## src/rtl/ad9708_dac_driver.sv

```systemverilog
// ad9708_dac_driver: streams samples from a small FIFO onto an AD9708-class parallel DAC.
// Divides sys_clk by CLK_DIV to make the DAC sample clock and updates the data
// bus half a DAC period before each rising (latching) edge of that clock.
// Ports:
//   sys_clk, sys_rst_n       system clock, async active-low reset
//   i_enable                 1 = stream samples, 0 = flush FIFO and drive IDLE_CODE
//   s_data/s_valid/s_ready   sample input handshake
//   o_clk_driver             DAC sample clock (DAC latches on rise)
//   o_dac_data               registered DAC data bus
//   o_level                  FIFO occupancy
//   o_underflow              one-cycle pulse when an update finds the FIFO empty
//   o_underflow_cnt          saturating count of underflows
module ad9708_dac_driver #(
    parameter int                CLK_DIV    = 4,
    parameter int                DATA_W     = 14,
    parameter int                FIFO_DEPTH = 4,
    parameter logic [DATA_W-1:0] IDLE_CODE  = DATA_W'(14'h2000),
    parameter int                UFLOW_W    = 16
) (
    input  logic                          sys_clk,
    input  logic                          sys_rst_n,
    input  logic                          i_enable,
    input  logic [DATA_W-1:0]             s_data,
    input  logic                          s_valid,
    output logic                          s_ready,
    output logic                          o_clk_driver,
    output logic [DATA_W-1:0]             o_dac_data,
    output logic [$clog2(FIFO_DEPTH):0]   o_level,
    output logic                          o_underflow,
    output logic [UFLOW_W-1:0]            o_underflow_cnt
);
    localparam int CW = $clog2(CLK_DIV);
    localparam int AW = $clog2(FIFO_DEPTH);
    localparam logic [CW-1:0] LAST = CW'(CLK_DIV - 1);
    localparam logic [CW-1:0] RISE = CW'(CLK_DIV / 2 - 1);
    localparam logic [AW:0]   FULL = (AW + 1)'(FIFO_DEPTH);

    logic [CW-1:0]     cnt;
    logic [AW-1:0]     wr_ptr, rd_ptr;
    logic [DATA_W-1:0] mem [FIFO_DEPTH];
    logic              update, empty, push, pop;

    assign update  = cnt == LAST;
    assign empty   = o_level == '0;
    assign s_ready = i_enable && (o_level < FULL);
    assign push    = s_valid && s_ready;
    // No bypass: a word pushed on the update edge is only visible from the next one.
    assign pop     = update && i_enable && !empty;

    always_ff @(posedge sys_clk) begin
        if (push) mem[wr_ptr] <= s_data;
    end

    always_ff @(posedge sys_clk or negedge sys_rst_n) begin
        if (!sys_rst_n) begin
            cnt             <= '0;
            o_clk_driver    <= 1'b0;
            o_dac_data      <= IDLE_CODE;
            wr_ptr          <= '0;
            rd_ptr          <= '0;
            o_level         <= '0;
            o_underflow     <= 1'b0;
            o_underflow_cnt <= '0;
        end else begin
            cnt <= update ? '0 : cnt + 1'b1;
            if (cnt == RISE) o_clk_driver <= 1'b1;
            else if (update) o_clk_driver <= 1'b0;
            o_underflow <= update && i_enable && empty;
            if (update && i_enable && empty && !(&o_underflow_cnt))
                o_underflow_cnt <= o_underflow_cnt + 1'b1;
            // Data moves only on the update edge, so it is stable for half a DAC
            // period on both sides of the o_clk_driver rise.
            if (update) o_dac_data <= !i_enable ? IDLE_CODE : (empty ? o_dac_data : mem[rd_ptr]);
            if (!i_enable) begin
                wr_ptr  <= '0;
                rd_ptr  <= '0;
                o_level <= '0;
            end else begin
                if (push) wr_ptr <= wr_ptr + 1'b1;
                if (pop) rd_ptr <= rd_ptr + 1'b1;
                o_level <= o_level + (AW + 1)'(push) - (AW + 1)'(pop);
            end
        end
    end
endmodule

```

## config.mk

```make
export PLATFORM = sky130hd
export DESIGN_NAME = ad9708_dac_driver
export DESIGN_NICKNAME = d
export VERILOG_FILES = /design/src/rtl/ad9708_dac_driver.sv
export SDC_FILE = /design/constraint.sdc
export NUM_CORES = 1
export LEC_CHECK = 0
export ABC_AREA = 1
export CAP_MARGIN = 15
export CORE_AREA = 3 3 123 125
export CTS_CLUSTER_DIAMETER = 80
export DETAILED_ROUTE_END_ITERATION = 8
export DIE_AREA = 0 0 126 128
export PLACE_DENSITY_LB_ADDON = 0.1
export SLEW_MARGIN = 20
export SYNTH_ARGS = -nofsm -noshare
export SYNTH_HDL_FRONTEND = slang
export SYNTH_SLANG_ARGS = --single-unit
```

## constraint.sdc

```tcl
create_clock -name sys_clk -period 6.8 [get_ports sys_clk]
set_input_delay 1.36 -clock sys_clk [delete_from_list [all_inputs] [get_ports sys_clk]]
set_output_delay 1.36 -clock sys_clk [all_outputs]
set_load 0.02 [all_outputs]
```

Word-level counts from Yosys, hierarchy flattened
Memory sizes are Yosys's and may differ from the RTL's. Cells that the tools add are included.

Logic and storage cells: 45. Memories kept: 1. RAM bits: 56. Register bits: 41. Input port bits: 18. Output and inout port bits: 36.

Equality and inequality tests: 5. Reduce and logical (&&, ||, !) cells: 12. $add $sub $neg: 6. Magnitude comparators: 1. Multiplexer cells: 12.

Memory list: mem (words 4, bits a word 14, read ports 1, clocked after Yosys merged registers in 0, wr ports 1, RTL line 40) `logic [DATA_W-1:0] mem [FIFO_DEPTH];`.

Operators with widths (count): 2-to-1 mux 14 bit (2); adder 16 x 1 -> 16 bit, second input constant (1); AND reduction 16 bit (1); 2-to-1 mux 2 bit (5); adder 2 x 1 -> 2 bit, second input constant (3); logical AND 1 bit (6); 2-to-1 mux 1 bit (4); != test 2 x 1 -> 1 bit, second input constant (2); adder 3 x 1 -> 3 bit (1); logical NOT 3 bit (1); < comparator 3 bit, second input constant (1); 2-to-1 mux 3 bit (1); subtractor 3 x 1 -> 3 bit (1); equality test 2 x 1 -> 1 bit, second input constant (1); equality test 2 bit, second input constant (1); logical NOT 1 bit (2); != test 2 bit, second input constant (1); AND reduction 2 bit (1); nonzero test 2 bit (1).

Longest topological paths before layout
Gate-level depths: netlist of run 1.

Word-level depth: 6. Depth in mapped cells: 12.

Worst setup path after synthesis of run 1
Ideal clock, no wire load.

Path type: input to register. Start: in i_enable. End: reg o_level[2]. Path buffers: 1. Slack: 3.412 ns. Stages: 11. Arrival: 3.264 ns. Library setup time: 0.124 ns. Cell sequence: buf_2 inv_1 nor2_1 nand2_1 ha_1 inv_1 ha_1 inv_1 fa_1 o21ai_0 a21oi_1.

Cells in the longest elaborated chain, start to end: 5. Elaborated cells between the ends (all ways): 7.

RTL lines: from (decl) (RTL line 22) `input logic i_enable,`; logical AND 1 bit (RTL line 45) `assign s_ready = i_enable && (o_level < FULL);`; via s_ready (RTL line 25) `output logic s_ready,`; logical AND 1 bit (RTL line 46) `assign push = s_valid && s_ready;`; adder 3 x 1 -> 3 bit (RTL line 81) `o_level <= o_level + (AW + 1)'(push) - (AW + 1)'(pop);`; subtractor 3 x 1 -> 3 bit (RTL line 81); 2-to-1 mux 3 bit (RTL line 74) `if (!i_enable) begin`; to (signal assigned) (RTL line 81); to (decl) (RTL line 28) `output logic [$clog2(FIFO_DEPTH):0] o_level,`.

The timed path passes the listed nets, and every way through them passes these cells. A chain may end at the register's enable or synchronous reset.

Worst setup path after layout of run 1
Start: in i_enable. End: out s_ready.

Cells in the longest elaborated chain, start to end: 1.

RTL lines (RTL line): logical AND 1 bit (45); to (decl) (25).

No other way between the ends.

==> impl_metrics.csv, run 1 <==
group,metric,value,unit
run_status,status,"finished clean",
clock_tree,insertion_delay,360,ps
yosys,ys_seq_area_share,64.82,%
worst_setup_path,cp.arrival,3050,ps
min_path,hold_path_class,"reg2reg",
routing,post_drt_wl_per_cell,14.66,um
global_route,grt_overflow,0,
clock_tree,cts.path.max_buffers,2,
clock_tree,htreeDepth,3,
global_route,grt_first_pass_wirelength,15240,um
yosys,syn_nets,430,
worst_setup_path,path_class,"in2out",
place,post-dp-hpwl,5919,um
place,place.gp.congestion,0.7530,
routing,vias_per_cell,4.476,
worst_setup_path,critPathMostFrequentCell,"clkdlybuf4s50_1",
power_and_ir_drop,leakage,2.083,nW
clock_tree,path_clk_slew,70,ps
sta,slew_viol_final,0,
global_route,grt.total_usage,12.44,%
layout,drive_gt1_share,6.479,%
sta,setup_violations,0,
place,port_buffers,53,
layout,syn_to_final_growth,24.64,%
layout,fin_cells,643,
worst_setup_path,cp_max_fo,9,
worst_setup_path,startpoint_type,"primary input",
worst_setup_path,reg2reg_slack,4230,ps
die,io_pins,54,
power_and_ir_drop,power,1.558,mW
min_path,hold_start,"o_dac_data[13]",
die,die_w,126,um
yosys,syn_avg_cell_area,10.40,um2
worst_setup_path,critPathBufInv,3,
sta,fin_setup_tns,0,ps
clock_tree,tritoncts,"done",
yosys,ys_ff_latch,97,
routing,num_vias,2878,
power_and_ir_drop,p_per_area,299.1,nW/um2
worst_setup_path,reg2reg_depth,10,
sta,clock-skew-final,10.54,ps
die,die_h,128,um
global_route,antenna_found_initial,0,
layout,fin_util,37.24,%
layout,final_common_cell,"nand2_1",
worst_setup_path,path_cells,"clkdlybuf4s50_1, inv_1, nor2_1, clkdlybuf4s50_1",
sta,tightest_slew,981.4,ps
layout,num_antenna_cells,0,
yosys,synth_area,4179,um2
die,start_util,29.87,%
layout,final_nets,486,
place,placedCellCount,627,
global_route,grt_pass1_vias,2750,
sta,fin_crit_sh,64.91,%
clock_tree,ctsHoldBuffers,0,
clock_tree,root_buffer,"clkbuf_16",
power_and_ir_drop,vdd.ir_drop.worst,0.1000,mV
sta,grt_setup_unrepaired,"false",
routing,firstDrtPassIters,4,
clock_tree,cts_resized,0,
routing,drt-initial-drc-count,125,
clock_tree,cts_sinks,97,
worst_setup_path,path_delay_family,"buffers and inverters",
clock_tree,cts_buffers,9,
yosys,syn-instance-count,402,
sta,relSlewSlack,34.57,%
routing,drtAntennaViolNets,0,
worst_setup_path,cp_slowest_cell,"clkdlybuf4s50_1",
worst_setup_path,r2r_start,"cnt[0]",
sta,hold_violations,0,
worst_setup_path,r2r-end,"o_level[2]",
layout,final_cell_mix,"nand2_1 (110), edfxtp_1 (56), nor2_1 (55)",
clock_tree,postCtsSetupBuffers,0,
die,dieArea,16130,um2
routing,drcViolationCount,0,
job,drv_cap,0,
routing,wl,9424,um
yosys,ys.warnings.count,0,
die,core_area,13990,um2
yosys,synth_cell_types,30,
worst_setup_path,crit_path_end_kind,"output port",
min_path,holdPathStages,2,
min_path,hold-path-endpoint,"o_dac_data[13]",
sta,min_period,4414,ps
sta,holdWs,473.9,ps
sta,clock.fmax,0.2266,GHz
worst_setup_path,worstPathRequired,5440,ps
global_route,grt_max_degree,42,
die,num_rows,43,
worst_setup_path,max_stage_delay,690,ps
==> worst max path at each step <==
| stage | startpoint | to | slack (ps) | cells after the start |
|---|---|---|---|---|
| floorplan | i_enable | o_level[2] | 3410 | 11 |
| global placement | i_enable | s_ready | 2400 | 4 |
| detailed placement | i_enable | s_ready | 2390 | 4 |
| CTS | i_enable | s_ready | 2380 | 4 |
| global route | i_enable | s_ready | 2280 | 4 |
| finish | i_enable | s_ready | 2390 | 4 |
==> worst register-to-register path: cells and delay by family (launching register included) <==
family / cells / cell delay, ps
compound gates: 2 / 230
simple gates: 1 / 160
flops: 1 / 380
fa+ha+maj: 4 / 1090
buf+inv: 3 / 590
==> logic make-up after synthesis <==
kind of cell | count (synthesis) | share of synthesized area, %
xor gates and xnor gates | 9 | 1.886
and+or+nand+nor | 187 | 18.08
AOI/OAI and AO/OA | 58 | 7.815
DFF | 97 | 64.82
buffers and inverters | 41 | 4.222
adders and majority gates | 10 | 3.174
==> per-stage QoR <==
step / worst slack (ps) / cell area (um2)
2_1_floorplan: 3412 / 4179
3_3_place_gp: 2404 / 4896
3_5_place_dp: 2387 / 4896
4_1_cts: 2377 / 5206
5_1_grt: 2280 / 5209
6_report: 2386 / 5209
==> metal layers <==
metal  vias to the layer above  share of wire [%]  GRT usage, %
met2                        43                 44         18.44
li1                       1456                  -             -
met1                      1368                 50         17.25
met4                         0                2.0         5.110
met5                         -                  0             0
met3                        11                3.7         3.417
==> area by class of cell <==
cell class	count	area [um2]
inverter	28	105.1
tap	180	225.2
timing repair buffer	58	565.5
multi-input combinational	264	1294
fill	1401	8780
clock buffer	9	225.2
clock inverter	7	85.08
sequential	97	2709
==> cells in the mapped netlist, drive strengths merged <==
library cell	instances	area [um2]
inv	28	105.1
o21bai	1	7.510
nand4	6	37.54
a21oi	1	5.000
fa	1	20.02
o22ai	13	81.33
buf	6	45.04
clkbuf	7	26.28
o21ai	42	225.2
dfstp	1	26.28
ha	9	112.6
o211ai	1	7.510
xor2	1	8.760
nor2	57	224.0
xnor2	8	70.07
edfxtp	56	1682
nor3	2	10.01
nand2	111	424.2
nand3	11	60.06
dfrtp	40	1001
==> flip-flops by register name, indices dropped and copies added (netlist names) <==
register         count
o_dac_data          14
o_level              3
o_clk_driver         1
o_underflow_cnt     16
wr_ptr               2
o_underflow          1
rd_ptr               2
cnt                  2
mem                 56
==> where the power goes <==
part	internal, mW	switching (mW)
clock network	0.292	0.238
registers	0.687	0.0580
logic	0.128	0.156
No activity file was read; power rests on OpenSTA's default activity.
==> run 2: changes to the inputs <==
- clock period: 6.8 -> 4.1 ns (I/O delays scaled with it)
==> impl_metrics.csv, run 2 (same netlist as run 1, synthesis figures left out) <==
group,metric,value,unit
clock_tree,path_clk_slew,70,ps
sta,holdWs,468.2,ps
layout,num_antenna_cells,0,
global_route,grt_pass1_vias,2924,
worst_setup_path,path_delay_family,"buffers and inverters",
place,port_buffers,53,
power_and_ir_drop,p_int,1.770,mW
worst_setup_path,cp_max_fo,9,
place,dpl_worst_slack,726.4,ps
routing,drtAntennaViolNets,0,
die,num_rows,43,
power_and_ir_drop,switching_share,29.42,%
clock_tree,cts_sinks,97,
sta,slew_viol_final,0,
global_route,grt_max_degree,42,
clock_tree,htreeDepth,3,
worst_setup_path,path_class,"in2out",
die,die_w,126,um
layout,syn_to_final_growth,24.22,%
global_route,grt_overflow,0,
sta,grt_setup_unrepaired,"false",
worst_setup_path,critPathBufInv,3,
job,drv_cap,0,
die,io_pins,54,
layout,register_area,2709,um2
worst_setup_path,worstPathRequired,3280,ps
routing,drcViolationCount,0,
clock_tree,insertion_delay,340,ps
worst_setup_path,path_cells,"clkdlybuf4s50_1, inv_1, nor2_1, clkdlybuf4s50_1",
global_route,antenna_found_initial,0,
layout,drive_gt1_share,6.882,%
sta,tightest_slew,947.5,ps
clock_tree,tritoncts,"done",
die,start_util,29.87,%
sta,min_period,3317,ps
die,core_area,13990,um2
clock_tree,ctsHoldBuffers,0,
power_and_ir_drop,power,2.508,mW
layout,reg_top3,"mem (56), o_underflow_cnt (16), o_dac_data (14)",
sta,fin_crit_sh,80.90,%
sta,clock.fmax,0.3015,GHz
worst_setup_path,critPathMostFrequentCell,"clkdlybuf4s50_1",
clock_tree,cts_resized,0,
layout,final_common_cell,"nand2_1",
routing,firstDrtPassIters,5,
sta,relSlewSlack,36.77,%
power_and_ir_drop,pwr-share-comb,19.2,%
worst_setup_path,cp_slowest_cell,"clkdlybuf4s50_1",
layout,fin_cells,645,
worst_setup_path,cp.arrival,2500,ps
clock_tree,cts.path.max_buffers,2,
power_and_ir_drop,p_per_area,483.0,nW/um2
run_status,status,"finished clean",
global_route,grt_use_met1,17.11,%
layout,fin_util,37.11,%
place,dpl_cell_area,4911,um2
place,place.gp.congestion,0.7571,
global_route,use_met2,18.69,%
routing,wl,9247,um
power_and_ir_drop,clkPwrFrac,31.9,%
global_route,grt.total_usage,12.45,%
power_and_ir_drop,p_sw,737.6,uW
worst_setup_path,startpoint_type,"primary input",
routing,post_drt_wl_per_cell,14.34,um
layout,stdcell_area,5191,um2
sta,fin_setup_tns,0,ps
routing,vias_per_cell,4.493,
clock_tree,postCtsSetupBuffers,0,
layout,multi_input_area,1294,um2
min_path,hold_path_class,"in2async",
die,dieArea,16130,um2
worst_setup_path,crit_path_end_kind,"output port",
routing,drt-initial-drc-count,164,
place,placedCellCount,629,
layout,largest_reg_flops,56,
power_and_ir_drop,vdd.ir_drop.worst,0.1679,mV
power_and_ir_drop,leakage,2.085,nW
sta,hold_violations,0,
worst_setup_path,max_stage_delay,690,ps
clock_tree,cts_buffers,9,
layout,top_register,"mem",
sta,clock-skew-final,4.768,ps
sta,setup_violations,0,
layout,final_cell_mix,"nand2_1 (110), edfxtp_1 (56), nor2_1 (55)",
power_and_ir_drop,seqPwrFrac,48.9,%
clock_tree,root_buffer,"clkbuf_16",
global_route,busiest_layer,"met2",
sta,worst_slack,783.2,ps
global_route,met3_usage,2.583,%
layout,final_nets,488,
die,die_h,128,um
place,post-dp-hpwl,5839,um
global_route,grt_first_pass_wirelength,15500,um
layout,nFillCells,1410,
routing,num_vias,2898,
## run 2: cell types whose count changed in the layout (fill, tap and decap cells not counted)
cell        before  now
bufinv_16        1    0
clkinvlp_4       2    1
inv_8            2    0
clkinv_2         0    2
inv_6            1    3
buf_4            6    8
## run 2: power groups by stage
stage | registers (mW) | logic (mW) | clock network [mW]
after floorplan | 1.31 | 0.186 | 0
after global placement | 1.24 | 0.489 | 0
after detailed placement | 1.25 | 0.490 | 0
after CTS | 1.23 | 0.492 | 0.834
after global routing | 1.24 | 0.543 | 0.874
final | 1.23 | 0.482 | 0.800
## run 2: per-layer routing
| metal | routed length (um) | vias to the layer above |
|---|---|---|
| li1 | - | 1461 |
| met5 | 0 | - |
| met1 | 4578 | 1370 |
| met4 | 240 | 0 |
| met2 | 4120 | 51 |
| met3 | 307 | 16 |
## run 2: worst paths after layout
check	slack (ps)	cells past startpoint	start	endpoint
setup / recovery	780	4	i_enable	s_ready
hold / removal	470	1	sys_rst_n	o_dac_data[4]
hold reg to reg	470	2	o_dac_data[13]	o_dac_data[13]
min in group sys_clk	470	2	o_dac_data[13]	o_dac_data[13]
max in group asynchronous	3250	1	sys_rst_n	o_dac_data[1]
setup reg to reg	1950	10	cnt[0]	o_level[2]
## run 2: area by class of cell
cell class | count | area share [%]
Clock inverter | 7 | 1.012
Sequential cell | 97 | 52.18
Multi-Input combinational cell | 264 | 24.92
Timing Repair Buffer | 60 | 11.18
Inverter | 28 | 2.025
Clock buffer | 9 | 4.338
Tap cell | 180 | 4.338
